**src/rtl/melody_pkg.sv**
```systemverilog
// Shared types and ROM word layout for the melody sequencer.
package melody_pkg;

    typedef enum logic [2:0] {
        IDLE,
        FETCH,
        LATCH,
        PLAY,
        DONE
    } state_t;

    localparam int DUR_MSB = 39;
    localparam int DUR_LSB = 32;
    localparam int PER_MSB = 31;
    localparam int PER_LSB = 0;

    localparam logic [7:0]  END_MARKER  = 8'd0;
    localparam logic [31:0] REST_PERIOD = 32'd0;

    function automatic logic is_rest(input logic [31:0] period);
        return period == REST_PERIOD;
    endfunction

endpackage

```
**src/rtl/melody_sequencer_if.sv**
```systemverilog
// ROM read bus between the sequencer (master) and the song ROM (slave).
interface melody_sequencer_if #(
    parameter int ADDR_W = 8
);
    logic [ADDR_W-1:0] rom_addr;
    logic [39:0]       rom_data;

    modport master (output rom_addr, input rom_data);
    modport slave  (input rom_addr, output rom_data);
endinterface

```
**src/rtl/melody_sequencer_beat_timer.sv**
```systemverilog
// Beat counter: counts 0..BEAT_CYCLES-1 while enabled, pulses beat_tick on wrap.
module beat_timer #(
    parameter int BEAT_CYCLES = 12500000
) (
    input  logic                           clk,
    input  logic                           rst,
    input  logic                           en,
    input  logic                           clr,
    output logic [$clog2(BEAT_CYCLES)-1:0] beat_cnt,
    output logic                           beat_tick
);
    localparam int              CNT_W = $clog2(BEAT_CYCLES);
    localparam logic [CNT_W-1:0] LAST = CNT_W'(BEAT_CYCLES - 1);

    assign beat_tick = en && !clr && (beat_cnt == LAST);

    // NOTE: sequential state is written with <= so every flop samples pre-edge values.
    always_ff @(posedge clk or posedge rst) begin
        if (rst) begin
            beat_cnt <= '0;
        end else if (clr) begin
            beat_cnt <= '0;
        end else if (en) begin
            beat_cnt <= beat_tick ? '0 : beat_cnt + 1'b1;
        end
    end

endmodule

```
**src/rtl/melody_sequencer.sv**
```systemverilog
// Melody sequencer: walks a song ROM and drives wave_generator period/en.
// Define MELODY_SEQ_GAP_EN to silence the tail of every note for articulation.
module melody_sequencer
    import melody_pkg::*;
#(
    parameter int ADDR_W      = 8,
    parameter int BEAT_CYCLES = 12500000,
    parameter int GAP_CYCLES  = 500000
) (
    input  logic                  clk,
    input  logic                  rst,
    input  logic                  start,
    input  logic                  stop,
    input  logic                  pause,
    melody_sequencer_if.master    rom,
    output logic                  wave_en,
    output logic [31:0]           wave_period,
    output logic                  busy,
    output logic                  done,
    output logic [ADDR_W-1:0]     note_idx
);
    localparam int CNT_W = $clog2(BEAT_CYCLES);
`ifdef MELODY_SEQ_GAP_EN
    localparam logic [CNT_W-1:0] GAP_START = CNT_W'(BEAT_CYCLES - GAP_CYCLES);
`endif

    state_t            state, next_state;
    logic [7:0]        dur_cnt;
    logic [ADDR_W-1:0] addr_q;
    logic              en_q;
    logic [CNT_W-1:0]  beat_cnt;
    logic              beat_tick;
    logic              timer_en;
    logic              timer_clr;
    logic [7:0]        rom_dur;
    logic [31:0]       rom_per;
    logic              last_addr;
    logic              note_done;
    logic              gap_hit;

    assign rom.rom_addr = addr_q;
    assign rom_dur      = rom.rom_data[DUR_MSB:DUR_LSB];
    assign rom_per      = rom.rom_data[PER_MSB:PER_LSB];
    assign last_addr    = (addr_q == {ADDR_W{1'b1}});
    assign note_done    = beat_tick && (dur_cnt == 8'd0);
    assign timer_en     = (state == PLAY) && !pause;
    assign timer_clr    = (state != PLAY) || stop;

    beat_timer #(
        .BEAT_CYCLES(BEAT_CYCLES)
    ) u_beat_timer (
        .clk      (clk),
        .rst      (rst),
        .en       (timer_en),
        .clr      (timer_clr),
        .beat_cnt (beat_cnt),
        .beat_tick(beat_tick)
    );

    always_ff @(posedge clk or posedge rst) begin
        if (rst) begin
            state <= IDLE;
        end else begin
            state <= next_state;
        end
    end

    // NOTE: assign a default first so no path through the block infers a latch.
    always_comb begin
        next_state = state;
        if (stop) begin
            next_state = IDLE;
        end else begin
            case (state)
                IDLE:    if (start) next_state = FETCH;
                FETCH:   next_state = LATCH;
                LATCH:   next_state = (rom_dur == END_MARKER) ? DONE : PLAY;
                PLAY:    if (note_done) next_state = last_addr ? DONE : FETCH;
                DONE:    next_state = IDLE;
                default: next_state = IDLE;
            endcase
        end
    end

    // Registered datapath: address, note latch and remaining-beat count.
    always_ff @(posedge clk or posedge rst) begin
        if (rst) begin
            addr_q      <= '0;
            note_idx    <= '0;
            dur_cnt     <= '0;
            en_q        <= 1'b0;
            wave_period <= '0;
        end else if (stop) begin
            addr_q      <= '0;
            en_q        <= 1'b0;
            wave_period <= '0;
        end else begin
            case (state)
                IDLE: begin
                    if (start) addr_q <= '0;
                end
                LATCH: begin
                    if (rom_dur != END_MARKER) begin
                        wave_period <= rom_per;
                        en_q        <= !is_rest(rom_per);
                        note_idx    <= addr_q;
                        dur_cnt     <= rom_dur - 8'd1;
                    end
                end
                PLAY: begin
                    if (beat_tick) begin
                        if (dur_cnt == 8'd0) begin
                            // The final address ends the song instead of wrapping to 0.
                            if (!last_addr) addr_q <= addr_q + 1'b1;
                        end else begin
                            dur_cnt <= dur_cnt - 8'd1;
                        end
                    end
                end
                DONE: begin
                    en_q        <= 1'b0;
                    wave_period <= '0;
                end
                default: ;
            endcase
        end
    end

    always_comb begin
        busy    = (state != IDLE);
        done    = (state == DONE);
        gap_hit = 1'b0;
`ifdef MELODY_SEQ_GAP_EN
        if (state inside {FETCH, LATCH, DONE}) begin
            gap_hit = 1'b1;
        end else if ((state == PLAY) && (dur_cnt == 8'd0) && (beat_cnt >= GAP_START)) begin
            gap_hit = 1'b1;
        end
`endif
        wave_en = en_q && !((state == PLAY) && pause) && !gap_hit;
    end

endmodule

```
**src/flat_wrapper.sv**
```systemverilog
// flat-port wrapper written by rule: the top's interface ports become plain ports
module melody_sequencer_flat import melody_pkg::*;
#(
    parameter int ADDR_W      = 8,
    parameter int BEAT_CYCLES = 12500000,
    parameter int GAP_CYCLES  = 500000
)
  (clk, rst, start, stop, pause, wave_en, wave_period, busy, done, note_idx, rom_rom_addr, rom_rom_data);
  melody_sequencer_if #(.ADDR_W(ADDR_W)) rom_i ();
  input  logic clk;
  input  logic rst;
  input  logic start;
  input  logic stop;
  input  logic pause;
  output logic wave_en;
  output logic [31:0] wave_period;
  output logic busy;
  output logic done;
  output logic [ADDR_W-1:0] note_idx;
  output wire logic [$bits(rom_i.rom_addr)-1:0] rom_rom_addr;
  input wire logic [$bits(rom_i.rom_data)-1:0] rom_rom_data;
  assign rom_rom_addr = rom_i.rom_addr;
  assign rom_i.rom_data = rom_rom_data;
  melody_sequencer #(.ADDR_W(ADDR_W), .BEAT_CYCLES(BEAT_CYCLES), .GAP_CYCLES(GAP_CYCLES)) u_core (.clk(clk), .rst(rst), .start(start), .stop(stop), .pause(pause), .rom(rom_i), .wave_en(wave_en), .wave_period(wave_period), .busy(busy), .done(done), .note_idx(note_idx));
endmodule
```
**config.mk**
```make
export PLATFORM = sky130hd
export DESIGN_NAME = melody_sequencer_flat
export DESIGN_NICKNAME = d
export VERILOG_FILES = /design/src/rtl/melody_pkg.sv /design/src/rtl/melody_sequencer_if.sv /design/src/rtl/melody_sequencer_beat_timer.sv /design/src/rtl/melody_sequencer.sv /design/src/flat_wrapper.sv
export SDC_FILE = /design/constraint.sdc
export NUM_CORES = 1
export LEC_CHECK = 0
export CAP_MARGIN = 20
export CORE_MARGIN = 2
export CORE_UTILIZATION = 45
export DETAILED_ROUTE_END_ITERATION = 12
export GPL_TIMING_DRIVEN = 0
export MAX_ROUTING_LAYER = met4
export PLACE_DENSITY = 0.73
export SLEW_MARGIN = 20
export SYNTH_ARGS = -nofsm -noshare
export SYNTH_HDL_FRONTEND = slang
export SYNTH_SLANG_ARGS = --single-unit
```
**constraint.sdc**
```tcl
create_clock -name clk -period 5.8 [get_ports clk]
set_input_delay 1.16 -clock clk [delete_from_list [all_inputs] [get_ports clk]]
set_output_delay 1.16 -clock clk [all_outputs]
set_load 0.02 [all_outputs]
```
# After elaboration in Yosys (flattened, before gate mapping)

Cells that the tools add are included.

Register bits: 84
Bits in latches: 0
Memory bits (writable): 0
ROM bits: 0
Bits of input ports: 45
Output and inout bits: 51
Word-level logic and storage cells: 79
Memories kept: 0

Add/sub/neg operators: 4
Multiply operators: 0
Div/mod/pow operators: 0
$lt $le $gt $ge: 0
Eq/ne operators: 16
Shift operators: 0
Muxes and demuxes: 25
Bitwise operators: 1
Reductions and logical operators: 26

Operator list:

| kind                    | count |
|---|---|
| $mux W24                | 3 |
| $mux W32                | 2 |
| $mux W8                 | 8 |
| $pmux W32 S2            | 1 |
| $logic_not A32 Y1       | 1 |
| $pmux W8 S2             | 2 |
| $add A24 B1 Y24 const B | 1 |
| $eq A24 B24 Y1 const B  | 1 |
| $logic_not A8 Y1        | 2 |
| $sub A8 B1 Y8 const B   | 2 |
| $mux W3                 | 5 |
| $ne A3 B2 Y1 const B    | 5 |
| $pmux W3 S4             | 1 |
| $reduce_and A5 Y1       | 2 |
| $reduce_bool A3 Y1      | 3 |
| $add A8 B1 Y8 const B   | 1 |
| $eq A8 B8 Y1 const B    | 1 |
| $reduce_bool A8 Y1      | 1 |
| $eq A3 B2 Y1 const B    | 2 |
| $logic_and A1 B1 Y1     | 6 |
| $ne A3 B3 Y1 const B    | 2 |
| $logic_not A1 Y1        | 4 |
| $ne A2 B1 Y1 const B    | 2 |
| $reduce_and A2 Y1       | 2 |
| other kinds (10)        | 12 |

# Depth between registers and ports, before layout

Gate-level depths: netlist (run 1).

Depth in word-level cells: 9
Gate-level depth with buffers: 11
Depth with buffers taken out: 8

# Cells and area by module

A second synthesis (run 1) with hierarchy kept.

Cell total of the unflattened synthesis: 475
Area total of the unflattened synthesis: 4355.4 µm²

Modules (own cells, without submodules):

| module           | instances | cells an instance | area each (µm²) | seq. area each (µm²) |
|---|---|---|---|---|
| melody_sequencer | 1         | 325               | 2989.1          | 1501.4 |
| beat_timer       | 1         | 150               | 1366.3          | 600.6 |

# Worst setup path before layout (run 1)

OpenSTA, ideal clock, no wires.

Kind: in2out
Start point: in pause
End point: out wave_en
Arrival: 1863 ps
Data required time: 4640 ps
Setup slack: 2777 ps
Cell stages on the path: 2
Path buffers: 1
Cells stage by stage: clkbuf_1 > a21boi_0

Longest elaborated chain between the ends: 3

Ends and longest elaborated chain:

| what                | line                    | source |
|---|---|---|
| start, declared     | flat_wrapper.sv:14      | `input logic pause;` |
| $logic_and A1 B1 Y1 | melody_sequencer.sv:140 | `wave_en = en_q && !((state == PLAY) && pause) && !gap_hit;` |
| $logic_not A1 Y1    | melody_sequencer.sv:140 |  |
| $logic_and A1 B1 Y1 | melody_sequencer.sv:140 |  |
| end, declared       | flat_wrapper.sv:15      | `output logic wave_en;` |

Every way passes these cells.

# Final worst setup path (run 1)

Start point: reg u_core.state[2]
End point: out wave_en

Longest elaborated chain between the ends: 4

Ends and longest elaborated chain:

| what                   | line                    | source |
|---|---|---|
| start, declared        | melody_sequencer.sv:27  | `state_t state, next_state;` |
| start signal, assigned | melody_sequencer.sv:64  | `state <= next_state;` |
| $eq A3 B2 Y1           | melody_sequencer.sv:140 |  |
| $logic_and A1 B1 Y1    | melody_sequencer.sv:140 |  |
| $logic_not A1 Y1       | melody_sequencer.sv:140 |  |
| $logic_and A1 B1 Y1    | melody_sequencer.sv:140 |  |

Every way passes these cells.

==> flow_metrics.env, run 1 <==
export IMPL_synth_warnings=0
export IMPL_syn_inst=463
export IMPL_drv_cap=0
export IMPL_ctsLongestPathBuffers=2
export IMPL_setup_viol=0
export IMPL_instances_no_fill=685
export IMPL_ys_types=58
export IMPL_ctsResizeCount=0
export IMPL_peakVddDrop_uv=164
export IMPL_dp_hpwl_um=7730
export IMPL_clk_insertion_delay_late_ns=0.35
export IMPL_synth_top_cells_by_area="dfrtp_1 (50%), nand2_1 (8.1%), a21oi_1 (5.1%), nor2_1 (3.7%), xor2_1 (2.9%)"
export IMPL_drive_above_1_share_pct=7.84
export IMPL_min_period_over_period_pct=64.4
export IMPL_vias_per_cell=5.58
export IMPL_critPathCaptureType="output port"
export IMPL_tns_ns=0
export IMPL_ant_nets=0
export IMPL_ys_ff_latch=84
export IMPL_powerDensity_mw_per_mm2=316
export IMPL_drt_total_wl_um=10600
export IMPL_fin_nets=617
export IMPL_fin_skew_ns=0.0126
export IMPL_rsz0062_at_grt="no"
export IMPL_rows=35
export IMPL_nFillCells=824
export IMPL_num_antenna_cells=0
export IMPL_hold_buffers=0
export IMPL_p_leak_nw=2.19
export IMPL_crit_fanout=10
export IMPL_arrival_ns=2.58
export IMPL_antenna_found_initial=0
export IMPL_cts_sinks=84
export IMPL_die_w_um=101
export IMPL_slew_headroom_pct=46.9
export IMPL_drc=0
export IMPL_grt_usage_pct=22.1
export IMPL_async_reset_ff_share_pct=100
export IMPL_grt_overflow_total=0
export IMPL_dr_first_iter_drc_count=217
export IMPL_critical_path_required_ns=4.64
export IMPL_grt_max_degree=48
export IMPL_gp_congestion=0.832
export IMPL_synth_area_mm2=0.00423
export IMPL_synth_nets=511
export IMPL_dr_total_vias=3824
export IMPL_status="completed"
export IMPL_path_clk_slew_ns=0.09
export IMPL_firstDrtPassIters=5
export IMPL_syn_to_final_growth_pct=31.1
export IMPL_hold_path_class="flop to flop"
export IMPL_synthFlopType="dfrtp_1"
export IMPL_ctsRootBufferMaster="clkbuf_8"
export IMPL_io_pins=96
export IMPL_report_final_slew_viol_count=0
export IMPL_yosys_area_top_type_share_pct=49.7
export IMPL_first_global_vias=3714
export IMPL_coreArea_mm2=0.00920
export IMPL_numCtsBuffers=9
export IMPL_syn_avg_cell_area_um2=9.14
export IMPL_grt_pass1_wl_um=17500
export IMPL_period_needed_ns=3.74
export IMPL_synth_edf_count=0
export IMPL_synth_area_leader_cell="dfrtp_1"
export IMPL_fmax_mhz=268
export IMPL_dp_cells=669
export IMPL_routedWlPerCell_um=15.5
export IMPL_cp_start_kind="flop"
export IMPL_crit_type="flop to output port"
export IMPL_worst_slew_pin_slew_ns=0.790
export IMPL_initial_core_util_pct=46.0
export IMPL_design_die_area_mm2=0.0102
export IMPL_hold_violations=0
export IMPL_cts_max_level=3
export IMPL_io_buffers=94
export IMPL_synth_common_cells="nand2_1 (91), dfrtp_1 (84), a21oi_1 (43)"
export IMPL_seq_area_frac_synth_pct=49.7
export IMPL_fp_dieH_um=101
export IMPL_yosys_cell_count_top_type="nand2_1"
export IMPL_cts_setup_buffers=0
export IMPL_cts_tree="yes"
==> power by group <==
group	total (mW)	internal, mW	switching (mW)
clock	0.444	0.214	0.230
combinational	0.583	0.244	0.338
sequential	0.723	0.664	0.0590
total	1.75	1.12	0.628
==> cells by family (layout without fill, tap and decap cells) <==
family / after synthesis / after routing / synth area share (%)
multiplexers: 12 / 12 / 3.11
XOR/XNOR: 24 / 24 / 4.97
AND/OR/NAND/NOR: 219 / 219 / 25.2
flip-flops: 84 / 84 / 49.7
buffers and inverters: 32 / 143 / 3.28
AO/OA/AOI/OAI: 89 / 89 / 12.9
adder cells (fa/ha/maj): 3 / 3 / 0.887
==> state kept, by name (all words and copies together) (netlist names) <==
name / count
u_core.wave_period: 32
u_core.dur_cnt: 8
u_core.note_idx: 8
u_core.state: 3
u_core.rom.rom_addr: 8
u_core.en_q: 1
u_core.u_beat_timer.beat_cnt: 24
==> layout by cell type (no fill, tap or decap), types with 11 or more instances in the layout <==
cell type        netlist  routed
dfrtp_1               84      84
nand3_1               17      17
o21ai_0               17      17
clkdlybuf4s50_1        0      94
nor2_1                42      42
clkbuf_1              11      11
nand2_1               91      91
xor2_1                14      14
a21oi_1               43      43
nor3_1                16      16
==> worst max-delay path: stages (launching register included) <==
cell and delay [ns]:
dfrtp_1 0.48, and3b_1 0.24, clkbuf_1 0.36, buf_1 0.43
a21boi_0 0.16, clkdlybuf4s50_1 0.56
==> path summary, 6_finish.rpt <==
| check | startpoint | to | slack (ns) | cells past startpoint |
|---|---|---|---|---|
| worst max-delay path | u_core.state[2] | wave_en | 2.06 | 5 |
| worst min-delay path | u_core.note_idx[3] | u_core.note_idx[3] | 0.51 | 1 |
| worst max register to register | u_core.state[2] | u_core.dur_cnt[6] | 2.93 | 10 |
| worst min register to register | u_core.note_idx[3] | u_core.note_idx[3] | 0.51 | 1 |
| max in group asynchronous | rst | u_core.rom.rom_addr[4] | 4.01 | 3 |
| min in group asynchronous | rst | u_core.wave_period[14] | 1.18 | 2 |
==> through the flow <==
step	hold WS (ns)	area (um^2)	setup WS, ns	utilization, %	total power [mW]
floorplan	0.484	4230	2.47	-	1.08
global placement	0.491	5310	1.13	57.7	1.30
detailed placement	0.495	5340	2.23	58.1	1.31
CTS	0.518	5550	2.07	60.3	1.75
global route	0.531	5550	1.90	60.3	1.85
finish	0.514	5550	2.06	60.3	1.75
==> layout make-up <==
cell class                      count  area [um^2]  area share, %
Sequential cell                    84         2100           37.9
Clock buffer                       10          138           2.48
Tap cell                          111          139           2.50
Inverter                           10         40.0          0.722
Timing Repair Buffer               95          968           17.5
Multi-Input combinational cell    347         1990           35.9
Clock inverter                      6         70.1           1.26
Buffer                             22          101           1.83
==> routing by layer <==
metal | up-vias | GRT usage [%] | wire length (um)
met5 | - | - | 0
met4 | 0 | 3.95 | 93
met3 | 12 | 5.96 | 635
met2 | 104 | 36.6 | 5190
met1 | 1877 | 27.7 | 4730
li1 | 1831 | - | -
Power figures use the tool's default switching activity.
==> run 2, diff against run 1 <==
--- a/config.mk
+++ b/config.mk
@@ -11,7 +11,7 @@
 export DETAILED_ROUTE_END_ITERATION = 12
 export GPL_TIMING_DRIVEN = 0
 export MAX_ROUTING_LAYER = met4
-export PLACE_DENSITY = 0.73
+export PLACE_DENSITY = 0.76
 export SLEW_MARGIN = 20
 export SYNTH_ARGS = -nofsm -noshare
 export SYNTH_HDL_FRONTEND = slang
==> constraint.sdc (replaced) <==
create_clock -name clk -period 3.15 [get_ports clk]
set_input_delay 0.63 -clock clk [delete_from_list [all_inputs] [get_ports clk]]
set_output_delay 0.63 -clock clk [all_outputs]
set_load 0.02 [all_outputs]
==> run 2 against run 1 <==
Net effect:
- die area unchanged
- cell count decreased by 0.15%
- sequential share of layout area increased by 0.068 points
- largest power group unchanged
- sequential power increased by 85%
- global-route usage decreased by 0.36 points
- design area decreased by 0.18%
==> flow_metrics.env, run 2 (synthesized netlist as in run 1, its figures left out) <==
export IMPL_status="completed"
export IMPL_dp_hpwl_um=7720
export IMPL_most_common_layout_cells="clkdlybuf4s50_1 (94), nand2_1 (91), dfrtp_1 (84)"
export IMPL_top_regs="u_core.wave_period (32), u_core.u_beat_timer.beat_cnt (24)"
export IMPL_crit_chain="and3b_1 -> buf_2 -> a21boi_0 -> clkdlybuf4s50_1"
export IMPL_critPathCaptureType="output port"
export IMPL_setup_viol=0
export IMPL_num_antenna_cells=0
export IMPL_grt_pass1_wl_um=17200
export IMPL_path_clk_slew_ns=0.08
export IMPL_io_buffers=94
export IMPL_cp_start_kind="flop"
export IMPL_use_met3_pct=4.51
export IMPL_slew_headroom_pct=47.7
export IMPL_finalWorstSetupSlack_ns=0.236
export IMPL_period_needed_ns=2.91
export IMPL_io_pins=96
export IMPL_arrival_ns=2.28
export IMPL_final_common_cell="clkdlybuf4s50_1"
export IMPL_cts_setup_buffers=0
export IMPL_regMostFlops="u_core.wave_period"
export IMPL_fmax_mhz=343
export IMPL_p_leak_nw=2.19
export IMPL_grt_overflow_total=0
export IMPL_ctsRootBufferMaster="clkbuf_8"
export IMPL_dr_first_iter_drc_count=173
export IMPL_coreArea_mm2=0.00920
export IMPL_min_period_over_period_pct=92.5
export IMPL_crit_fanout=10
export IMPL_vias_per_cell=5.54
export IMPL_fp_dieH_um=101
export IMPL_post_place_ws_ns=0.0556
export IMPL_drt_total_wl_um=10500
export IMPL_first_global_vias=3753
export IMPL_crit_family="buffers and inverters"
export IMPL_design_die_area_mm2=0.0102
export IMPL_drv_cap=0
export IMPL_worst_slew_pin_slew_ns=0.779
export IMPL_grt_usage_pct=21.7
export IMPL_crit_type="flop to output port"
export IMPL_peakVddDrop_uv=292
export IMPL_utilization_pct=60.2
export IMPL_met1_usage_pct=27.5
export IMPL_drc=0
export IMPL_gr_usage_met2_pct=34.8
export IMPL_cpPeakStageDelay_ns=0.57
export IMPL_ant_nets=0
export IMPL_largest_register_ff_count=32
export IMPL_ctsLongestPathBuffers=2
export IMPL_report_final_slew_viol_count=0
export IMPL_cts_sinks=84
export IMPL_hold_violations=0
export IMPL_syn_to_final_growth_pct=30.9
export IMPL_dr_total_vias=3792
export IMPL_powerDensity_mw_per_mm2=575
export IMPL_initial_core_util_pct=46.0
export IMPL_fin_nets=616
export IMPL_hold_buffers=0
export IMPL_cts_tree="yes"
export IMPL_hold_path_class="flop to flop"
export IMPL_firstDrtPassIters=5
export IMPL_grt_max_degree=48
export IMPL_critPathSlowestCell="clkdlybuf4s50_1"
export IMPL_gp_congestion=0.841
export IMPL_fin_skew_ns=0.0178
export IMPL_rows=35
export IMPL_clk_insertion_delay_late_ns=0.36
export IMPL_numCtsBuffers=9
export IMPL_cts_max_level=3
export IMPL_die_w_um=101
export IMPL_rsz0062_at_grt="no"
export IMPL_critical_path_required_ns=2.52
export IMPL_drive_above_1_share_pct=7.85
export IMPL_top_usage_layer="met2"
export IMPL_critPathBufInv=2
export IMPL_routedWlPerCell_um=15.3
export IMPL_antenna_found_initial=0
-- run 2: changes by cell type in the layout (fill, tap and decap cells not counted) --
| cell | delta |
|---|---|
| buf_1 | -1 |
| buf_2 | +1 |
| clkinv_2 | +1 |
| clkinvlp_4 | -1 |
| inv_6 | -1 |
-- run 2: stage by stage --
stage | instance area, um^2 | TNS, ns | instances | power, mW | hold slack, ns
floorplan | 4230 | 0 | 463 | 1.99 | 0.484
global placement | 5310 | -80.24 | 668 | 2.38 | 0.491
detailed placement | 5340 | 0 | 669 | 2.42 | 0.499
CTS | 5540 | 0 | 685 | 3.20 | 0.519
global route | 5540 | 0 | 684 | 3.37 | 0.533
finish | 5540 | 0 | 684 | 3.19 | 0.520
-- run 2: what timing repair did --
item / in CTS / in global routing
gates cloned: 0 / 0
endpoints found under the hold margin: 0 / 0
resized for setup: 1 / 0
endpoints found under the setup margin: 1 / 1
-- run 2: final timing paths --
check | depth (start not counted) | slack (ns) | from | end
setup / recovery | 4 | 0.24 | u_core.state[2] | wave_en
hold / removal | 1 | 0.52 | u_core.note_idx[4] | u_core.note_idx[4]
setup reg to reg | 9 | 0.52 | u_core.state[2] | u_core.dur_cnt[6]
hold reg to reg | 1 | 0.52 | u_core.note_idx[4] | u_core.note_idx[4]
max in group asynchronous | 3 | 1.91 | rst | u_core.rom.rom_addr[1]
min in group asynchronous | 2 | 0.65 | rst | u_core.wave_period[19]
-- run 2: final cells by class --
type                    count  area (um^2)
plain buffers              21         98.8
repair buffers             95          968
multi-input cells         347         1990
clock inverters             5         58.8
clock buffers              11          141
well taps                 111          139
inverters                  10         40.0
flip-flops and latches     84         2100
fillers                   801         3660
-- run 2: metal layers --
| layer | routed length (um) | vias to the layer above |
|---|---|---|
| met5 | 0 | - |
| met4 | 133 | 0 |
| met3 | 702 | 12 |
| met2 | 5100 | 127 |
| met1 | 4530 | 1815 |
| li1 | - | 1838 |
-- run 2: where the power goes --
part / internal (mW) / total [mW] / leakage, nW / switching (mW)
Sequential: 1.22 / 1.34 / 1.14 / 0.112
Combinational: 0.449 / 1.07 / 0.955 / 0.618
Clock: 0.390 / 0.782 / 0.0959 / 0.392
